`src/rtl/memwb_pkg.sv`:
```
// Shared definitions for the MEM->WB stage: load funct3 encodings and state enum.
package memwb_pkg;

    // Load-type encodings as they arrive on funct3
    localparam logic [2:0] LB  = 3'd0;
    localparam logic [2:0] LH  = 3'd1;
    localparam logic [2:0] LW  = 3'd2;
    localparam logic [2:0] LD  = 3'd3;
    localparam logic [2:0] LBU = 3'd4;
    localparam logic [2:0] LHU = 3'd5;
    localparam logic [2:0] LWU = 3'd6;

    // Occupancy of the two-entry elastic buffer
    typedef enum logic [1:0] {
        EMPTY = 2'd0,
        ONE   = 2'd1,
        TWO   = 2'd2
    } memwb_state_e;

endpackage

```
`src/rtl/memwb_stage_load_align.sv`:
```
// Load formatter: picks the addressed byte/half/word out of a naturally
// aligned memory word, sign- or zero-extends it, and flags misaligned loads.
// Purely combinational; misaligned loads produce zero data.
module load_align
    import memwb_pkg::*;
#(
    parameter int XLEN = 32,
    localparam int OFF_W = $clog2(XLEN/8)
) (
    input  logic [XLEN-1:0]  raw_i,
    input  logic [OFF_W-1:0] off_i,
    input  logic [2:0]       funct3_i,
    output logic [XLEN-1:0]  data_o,
    output logic             misaligned_o
);

    logic [OFF_W+2:0] sh;
    logic [7:0]       byte_v;
    logic [15:0]      half_v;
    logic [31:0]      word_v;

    // Slice the addressed element, then extend according to the load type
    always_comb begin
        sh           = {off_i, 3'b000};
        byte_v       = 8'(raw_i >> sh);
        half_v       = 16'(raw_i >> sh);
        word_v       = 32'(raw_i >> sh);
        data_o       = raw_i;
        misaligned_o = 1'b0;
        case (funct3_i)
            LB:  data_o = XLEN'($signed(byte_v));
            LBU: data_o = XLEN'(byte_v);
            LH: begin
                misaligned_o = off_i[0];
                data_o       = XLEN'($signed(half_v));
            end
            LHU: begin
                misaligned_o = off_i[0];
                data_o       = XLEN'(half_v);
            end
            LW: begin
                misaligned_o = |off_i[1:0];
                data_o       = (XLEN == 64) ? XLEN'($signed(word_v)) : raw_i;
            end
            LWU: begin
                // On RV32 LWU does not exist; treat it as a plain word load
                misaligned_o = |off_i[1:0];
                data_o       = (XLEN == 64) ? XLEN'(word_v) : raw_i;
            end
            LD: begin
                // On RV32 a doubleword code degrades to a word load
                misaligned_o = |off_i;
                data_o       = raw_i;
            end
            default: ;
        endcase
        if (misaligned_o)
            data_o = '0;
    end

endmodule

```
`src/rtl/memwb_stage.sv`:
```
// MEM->WB pipeline stage: two-entry elastic buffer (head + skid) with
// valid/ready handshakes on both sides. Load data is formatted before it is
// stored, so buffered entries are already in final write-back form.
// mem_ready and all wb_* outputs come from registers only.
module memwb_stage
    import memwb_pkg::*;
#(
    parameter int XLEN       = 32,
    parameter int REG_ADDR_W = 5,
    localparam int OFF_W     = $clog2(XLEN/8)
) (
    input  logic                  clk,
    input  logic                  reset,
    input  logic                  flush,
    input  logic                  mem_valid,
    output logic                  mem_ready,
    input  logic [XLEN-1:0]       mem_rd_data,
    input  logic [XLEN-1:0]       mem_load_data,
    input  logic [OFF_W-1:0]      mem_addr_lo,
    input  logic [2:0]            mem_funct3,
    input  logic [REG_ADDR_W-1:0] mem_write_addr,
    input  logic                  mem_regwrite,
    input  logic                  mem_memtoreg,
    output logic                  wb_valid,
    input  logic                  wb_ready,
    output logic [XLEN-1:0]       wb_wdata,
    output logic [REG_ADDR_W-1:0] wb_write_addr,
    output logic                  wb_regwrite,
    output logic                  wb_misaligned
);

    typedef struct packed {
        logic [XLEN-1:0]       wdata;
        logic [REG_ADDR_W-1:0] write_addr;
        logic                  regwrite;
        logic                  misaligned;
    } entry_t;

    memwb_state_e state_q, state_d;
    entry_t       h_q, h_d;
    entry_t       s_q, s_d;
    entry_t       in_entry;

    logic [XLEN-1:0] fmt_data;
    logic            fmt_mis;
    logic            accept;
    logic            consume;

    load_align #(.XLEN(XLEN)) u_align (
        .raw_i        (mem_load_data),
        .off_i        (mem_addr_lo),
        .funct3_i     (mem_funct3),
        .data_o       (fmt_data),
        .misaligned_o (fmt_mis)
    );

    // Build the entry to store: loads take the formatted word, a misaligned
    // load never writes the register file
    always_comb begin
        in_entry.misaligned = mem_memtoreg & fmt_mis;
        in_entry.wdata      = mem_memtoreg ? fmt_data : mem_rd_data;
        in_entry.write_addr = mem_write_addr;
        in_entry.regwrite   = mem_regwrite & ~in_entry.misaligned;
    end

    assign mem_ready = (state_q != TWO);
    assign wb_valid  = (state_q != EMPTY);
    assign accept    = mem_valid & mem_ready;
    assign consume   = wb_valid & wb_ready;

    // Next-state and entry movement between the input, head and skid slots
    always_comb begin
        state_d = state_q;
        h_d     = h_q;
        s_d     = s_q;
        if (flush) begin
            state_d = EMPTY;
        end else begin
            case (state_q)
                EMPTY: begin
                    if (accept) begin
                        h_d     = in_entry;
                        state_d = ONE;
                    end
                end
                ONE: begin
                    if (accept && consume) begin
                        h_d = in_entry;
                    end else if (accept) begin
                        s_d     = in_entry;
                        state_d = TWO;
                    end else if (consume) begin
                        state_d = EMPTY;
                    end
                end
                TWO: begin
                    if (consume) begin
                        h_d     = s_q;
                        state_d = ONE;
                    end
                end
                default: state_d = EMPTY;
            endcase
        end
    end

    // State and storage registers; reset clears everything immediately
    always_ff @(posedge clk or posedge reset) begin
        if (reset) begin
            state_q <= EMPTY;
            h_q     <= '0;
            s_q     <= '0;
        end else begin
            state_q <= state_d;
            h_q     <= h_d;
            s_q     <= s_d;
        end
    end

    assign wb_wdata      = h_q.wdata;
    assign wb_write_addr = h_q.write_addr;
    assign wb_regwrite   = wb_valid & h_q.regwrite;
    assign wb_misaligned = wb_valid & h_q.misaligned;

endmodule
```
`config.mk`:
```
export PLATFORM = sky130hd
export DESIGN_NAME = memwb_stage
export DESIGN_NICKNAME = d
export VERILOG_FILES = /design/src/rtl/memwb_pkg.sv /design/src/rtl/memwb_stage_load_align.sv /design/src/rtl/memwb_stage.sv
export SDC_FILE = /design/constraint.sdc
export NUM_CORES = 1
export LEC_CHECK = 0
export ABC_AREA = 1
export BUFFER_PORTS_ARGS = -buffer_cell sky130_fd_sc_hd__buf_2
export CORE_MARGIN = 2
export CORE_UTILIZATION = 40
export CTS_BUF_LIST = sky130_fd_sc_hd__clkbuf_8 sky130_fd_sc_hd__clkbuf_16
export CTS_CLUSTER_DIAMETER = 30
export DETAILED_ROUTE_END_ITERATION = 12
export SETUP_SLACK_MARGIN = 0.3
export SYNTH_ARGS = -nofsm -noshare
export SYNTH_HDL_FRONTEND = slang
export SYNTH_SLANG_ARGS = --single-unit
```
`constraint.sdc`:
```
create_clock -name clk -period 3.1 [get_ports clk]
set_input_delay 0.155 -clock clk [delete_from_list [all_inputs] [get_ports clk]]
set_output_delay 0.155 -clock clk [all_outputs]
set_load 0.005 [all_outputs]
```
# After elaboration in Yosys (flattened, before gate mapping)
# Index checks and enable logic that the tools add are counted.
# Widths: inputs -> output; s select.
totals:
  reg_bits: 80
  input_bits: 81
  output_inout_bits: 41
  wordCells: 61
classes:
  eq_ne: 16
  n_shift: 1
  muxes: 15
  n_bitwise: 9
  reduce_logical: 11
op_table:
  columns: ["operator", "n"]
  rows:
  - ["$pmux 32 s4", 1]
  - ["$mux 39", 3]
  - ["$pmux 39 s3", 1]
  - ["$mux 32", 2]
  - ["$shr 32x5->16", 1]
  - ["$mux 2", 6]
  - ["$eq 3x3->1 const B", 3]
  - ["$ne 3x3->1 const B", 3]
  - ["$ne 2x2->1 const B", 4]
  - ["$reduce_and 4->1", 2]
  - ["$and 1x1->1", 6]
  - ["$eq 3x2->1 const B", 2]
  - ["$pmux 2 s3", 1]
  - ["$reduce_and 5->1", 1]
  - ["$ne 4x4->1 const B", 1]
  - ["$reduce_or 2->1", 2]
  - ["$eq 3x1->1 const B", 1]
  - ["$logic_not 3->1", 1]
  - ["$not 1->1", 3]
  - ["$reduce_bool 3->1", 1]
  - ["$reduce_or 3->1", 1]
  - ["$eq 2x1->1 const B", 1]
  - ["$eq 2x2->1 const B", 1]
  - ["$logic_not 2->1", 1]
  - ["3 further kinds", 3]

# Longest topological paths before layout
logic_depth:
  depth_word: 8
  mapped_depth: 12

# By module
# From an unflattened synthesis, not the netlist that was laid out.
unflattened:
  hier_cells: 839
  hier_area_um2: 5263.8
modules_own_cells:
  columns: ["mod", "instances", "cells_each", "area_each_um2"]
  rows:
  - ["memwb_stage", 1, 618, 4290.4]
  - ["load_align", 1, 221, 973.4]

# Least setup slack after synthesis
# Ideal clock, no wire load.
synth_path:
  path_kind: "register -> register"
  from: "register state_q[0]"
  to: "register s_q[15] (netlist bit)"
  arrival_time_ns: 1.277
  required_time_ns: 2.971
  path_slack_ns: 1.694
  stages_incl_launch_ff: 9
  synth_period_minus_slack_ns: 1.406
  cell_sequence: "dfrtp_1 -> inv_2 -> nand2_1 -> inv_2 -> nor2_1 -> nor2_1 -> buf_2 -> buf_2 -> a31oi_1"
synth_between:
  elab_chain_len: 5
  word_cells_on_any_way: 8
synth_rtl:
  columns: ["element", "line_no", "source"]
  rows:
  - ["start, declared", "memwb_stage.sv:39", "memwb_state_e state_q, state_d;"]
  - ["start signal, assigned", "memwb_stage.sv:114", "state_q <= state_d;"]
  - ["$reduce_bool 2->1", "memwb_stage.sv:67", "assign wb_valid = (state_q != EMPTY);"]
  - ["net wb_valid", "memwb_stage.sv:24", "output logic wb_valid,"]
  - ["$and 1x1->1", "memwb_stage.sv:69", "assign consume = wb_valid & wb_ready;"]
  - ["$logic_and 1x1->1", "memwb_stage.sv:87", "if (accept && consume) begin"]
  - ["$not 1->1 (no source line)", null, null]
  - ["$reduce_and 4->1 (no source line)", null, null]
  - ["end signal, assigned", "memwb_stage.sv:112", "s_q <= '0;"]
  - ["end signal, assigned", "memwb_stage.sv:116", "s_q <= s_d;"]
  - ["end, declared", "memwb_stage.sv:41", "entry_t s_q, s_d;"]
# The timed path passes the listed nets, and every way through them passes these cells.
# A chain may end at the register's enable or synchronous reset.

# Worst setup path after layout
layout_path:
  from: "register state_q[0]"
  to: "register h_q[0] (netlist bit)"
layout_between:
  elab_chain_len: 5
  word_cells_on_any_way: 14
layout_rtl:
  columns: ["element", "line_no", "source"]
  rows:
  - ["$ne 2x2->1 or $reduce_bool 2->1 (tied branches)", "memwb_stage.sv:66, memwb_stage.sv:67", null]
  - ["$and 1x1->1 (on tied branches)", "memwb_stage.sv:68, memwb_stage.sv:69", null]
  - ["$logic_and 1x1->1", "memwb_stage.sv:87", null]
  - ["$ne 2x2->1 (no source line)", null, null]
  - ["$reduce_and 5->1 (no source line)", null, null]
  - ["end signal, assigned", "memwb_stage.sv:111", "h_q <= '0;"]
  - ["end signal, assigned", "memwb_stage.sv:115", "h_q <= h_d;"]
  - ["end, declared", "memwb_stage.sv:40", "entry_t h_q, h_d;"]
# Several ways; a longest one is shown, not always the timed one.

==> impl_metrics.py <==
metrics = {
    "run_status": {
        "outcome": "completed",
    },
    "worst_hold_path": {
        "hold_class": "input pin to register",
        "hold_path_depth": 3,
        "min_to": "s_q[3]",
        "min_from": "mem_write_addr[1]",
    },
    "worst_setup_path": {
        "critPathMaxFanout": 39,
        "r2r_slack_ps": 1000,
        "r2r_cells": 8,
        "criticalPathCategory": "register to register",
        "required_ps": 3320,
        "max_stage_delay_ps": 470,
        "critPathSlowestCell": "nand2_2",
        "path_cells": "inv_2, nand2_2, nand2_1, o211ai_4, buf_4, inv_1, o211ai_1, o21ai_0",
        "critPathLaunchType": "register",
        "r2r_start": "state_q[0]",
        "r2r_end": "h_q[0]",
        "end_kind": "register",
        "worstPathArrival_ps": 2320,
    },
    "logic_synthesis": {
        "yosysSeqAreaShare": 0.400,
        "synthMuxAreaShare": 0,
        "post_synth.cell_area_avg_um2": 6.85,
        "synth-simple-area-share": 0.397,
        "netlist_area_um2": 5000,
        "syn_nets": 811,
        "synth_top_area_cell": "dfrtp_1",
        "synth_top_cell_area_share": 0.400,
        "synth-xor-area-share": 0,
        "yosys_register_bits": 80,
        "synth.distinct_cells": 26,
        "synth-compound-area-share": 0.0773,
        "synth_top_cells_by_area": "dfrtp_1 40%, nand2_1 17%, nor2_1 11%, nand3_1 8.0%, buf_4 5.9%",
        "synth_fa_ha_area_frac": 0,
        "ys_warn_count": 0,
        "synth_top_family_by_area": "simple AND/OR/NAND/NOR gates",
        "synthCells": 730,
    },
    "placement": {
        "dp_hpwl_um": 9860,
        "port_buffers": 121,
        "gp_congestion": 0.878,
        "placed_area_um2": 5380,
        "place_ws_ps": 969,
    },
    "global_routing": {
        "grt_pass1_wl_um": 21700,
        "grt_start_max_net_pins": 40,
        "grt_usage": 0.206,
        "grt_pass1_vias": 4488,
        "grt_overflow": 0,
        "antenna_found_initial": 0,
    },
    "flow_run": {
        "drv_cap": 0,
    },
    "drt": {
        "wl_per_cell_um": 14.1,
        "route.detailed.drc": 0,
        "initialDrtViolationCount": 300,
        "ant_nets": 0,
        "viasPerCell": 4.93,
        "wl_um": 13600,
        "drt_first_pass_iters": 5,
        "vias": 4765,
    },
    "final_layout": {
        "utilization": 0.470,
        "antenna_cells": 0,
        "fill_cells": 1281,
        "final_area_um2": 5690,
        "drive_above_1_share": 0.221,
        "mostFrequentLayoutCells": "222 x nand2_1, 147 x nor2_1, 121 x buf_2",
        "fin_nets": 874,
        "area_growth_pct": 13.8,
        "final_common_cell": "nand2_1",
    },
    "power_and_ir_drop": {
        "power_leakage_nw": 3.10,
        "power_density_nw_per_um2": 673,
        "ir_drop_mv": 0.363,
    },
    "clock_tree": {
        "clockRootBuffer": "clkbuf_16",
        "insertion_delay_ps": 340,
        "htreeDepth": 3,
        "cts_tree": "built",
        "clock_path_buffers": 2,
        "cts_buffers": 9,
        "clkSlewWorstSetupHoldPaths_ps": 60,
        "post-cts-setup-buffer-count": 0,
        "cts_sinks": 80,
    },
    "timing": {
        "finalCriticalPeriod_ps": 2100,
        "hold_slack_ps": 53.5,
        "setup_ws_ps": 999,
        "rsz0062_at_grt": "no",
        "post-route-period-util": 0.678,
        "tightest_slew_ps": 1090,
        "finalClockSkew_ps": 7.49,
        "slew_headroom": 0.272,
        "finalHoldViolCount": 0,
        "finalMaxSlewViolations": 0,
        "tns_ps": 0,
        "setup_viol_count_final": 0,
        "fmax_mhz": 476,
    },
    "die": {
        "dieHeight_um": 116,
        "die_w_um": 116,
        "ios": 122,
        "coreArea_um2": 12100,
        "rows": 40,
        "initial_utilization": 0.413,
        "dieArea_um2": 13400,
    },
}
routing by layer:
layer | wire [um] | up-vias | global-route usage
met5 | 0 | - | 0
met4 | 165 | 0 | 0.0556
met3 | 727 | 15 | 0.0528
met2 | 6430 | 144 | 0.333
met1 | 6250 | 2195 | 0.275
li1 | - | 2411 | -
worst max-delay path by stage:
stage,start,to,slack [ps],depth (start not counted)
3_5_place_dp,state_q[0],h_q[0],970,8
2_1_floorplan,reset,h_q[0],890,1
6_report,state_q[0],h_q[0],1000,8
4_1_cts,state_q[0],h_q[0],1010,8
5_1_grt,state_q[0],h_q[0],770,8
3_3_place_gp,state_q[0],h_q[0],1090,8
through the flow:
| step | total power, mW | std cells |
|---|---|---|
| after floorplan | 2.59 | 730 |
| after detailed placement | 2.79 | 949 |
| final | 3.83 | 966 |
| after global routing | 4.12 | 966 |
| after CTS | 3.88 | 966 |
| after global placement | 2.74 | 949 |
cell usage after synthesis, drive strengths merged:
cell type / number
o21ai: 27
clkbuf: 15
o211ai: 2
inv: 30
nor2: 149
o22ai: 1
dfrtp: 80
buf: 63
a31oi: 32
nor3: 1
nand3: 86
a21oi: 5
nand4: 1
nand2: 238
logic make-up after synthesis:
| kind of cell | after synthesis |
|---|---|
| buf+inv | 108 |
| compound gates | 67 |
| flops | 80 |
| simple gates | 475 |
area by class of cell:
type | instances | area (um2) | area share
repair buffers | 130 | 676 | 0.119
clock buffers | 10 | 239 | 0.0420
inverters | 30 | 114 | 0.0200
clock inverters | 6 | 58.8 | 0.0103
well taps | 168 | 210 | 0.0369
multi-input cells | 542 | 2390 | 0.420
flip-flops and latches | 80 | 2000 | 0.352
state kept, by name, summed over array words and instances (netlist names):
name,cells
state_q,2
wb_write_addr,5
s_q,39
h_q,2
wb_wdata,32
timing repair:
item	in CTS	in global routing
hold endpoints to repair	16	0
resized for setup	0	0
hold buffers	1	0
where the power goes:
group | internal (mW) | total (mW) | leakage, nW | switching, mW
sequential | 1.47 | 1.68 | 0.971 | 0.212
combinational | 0.463 | 1.08 | 1.98 | 0.620
clock | 0.641 | 1.06 | 0.152 | 0.424
total | 2.57 | 3.83 | 3.10 | 1.26
critical path, delay by kind of cell, from the launching register on:
| kind | cells | cell delay, ps |
|---|---|---|
| flip-flops | 1 | 370 |
| AND/OR/NAND/NOR | 2 | 660 |
| buffers and inverters | 3 | 600 |
| AO/OA/AOI/OAI | 3 | 340 |
Note: power is estimated with default switching activity, not from simulation.
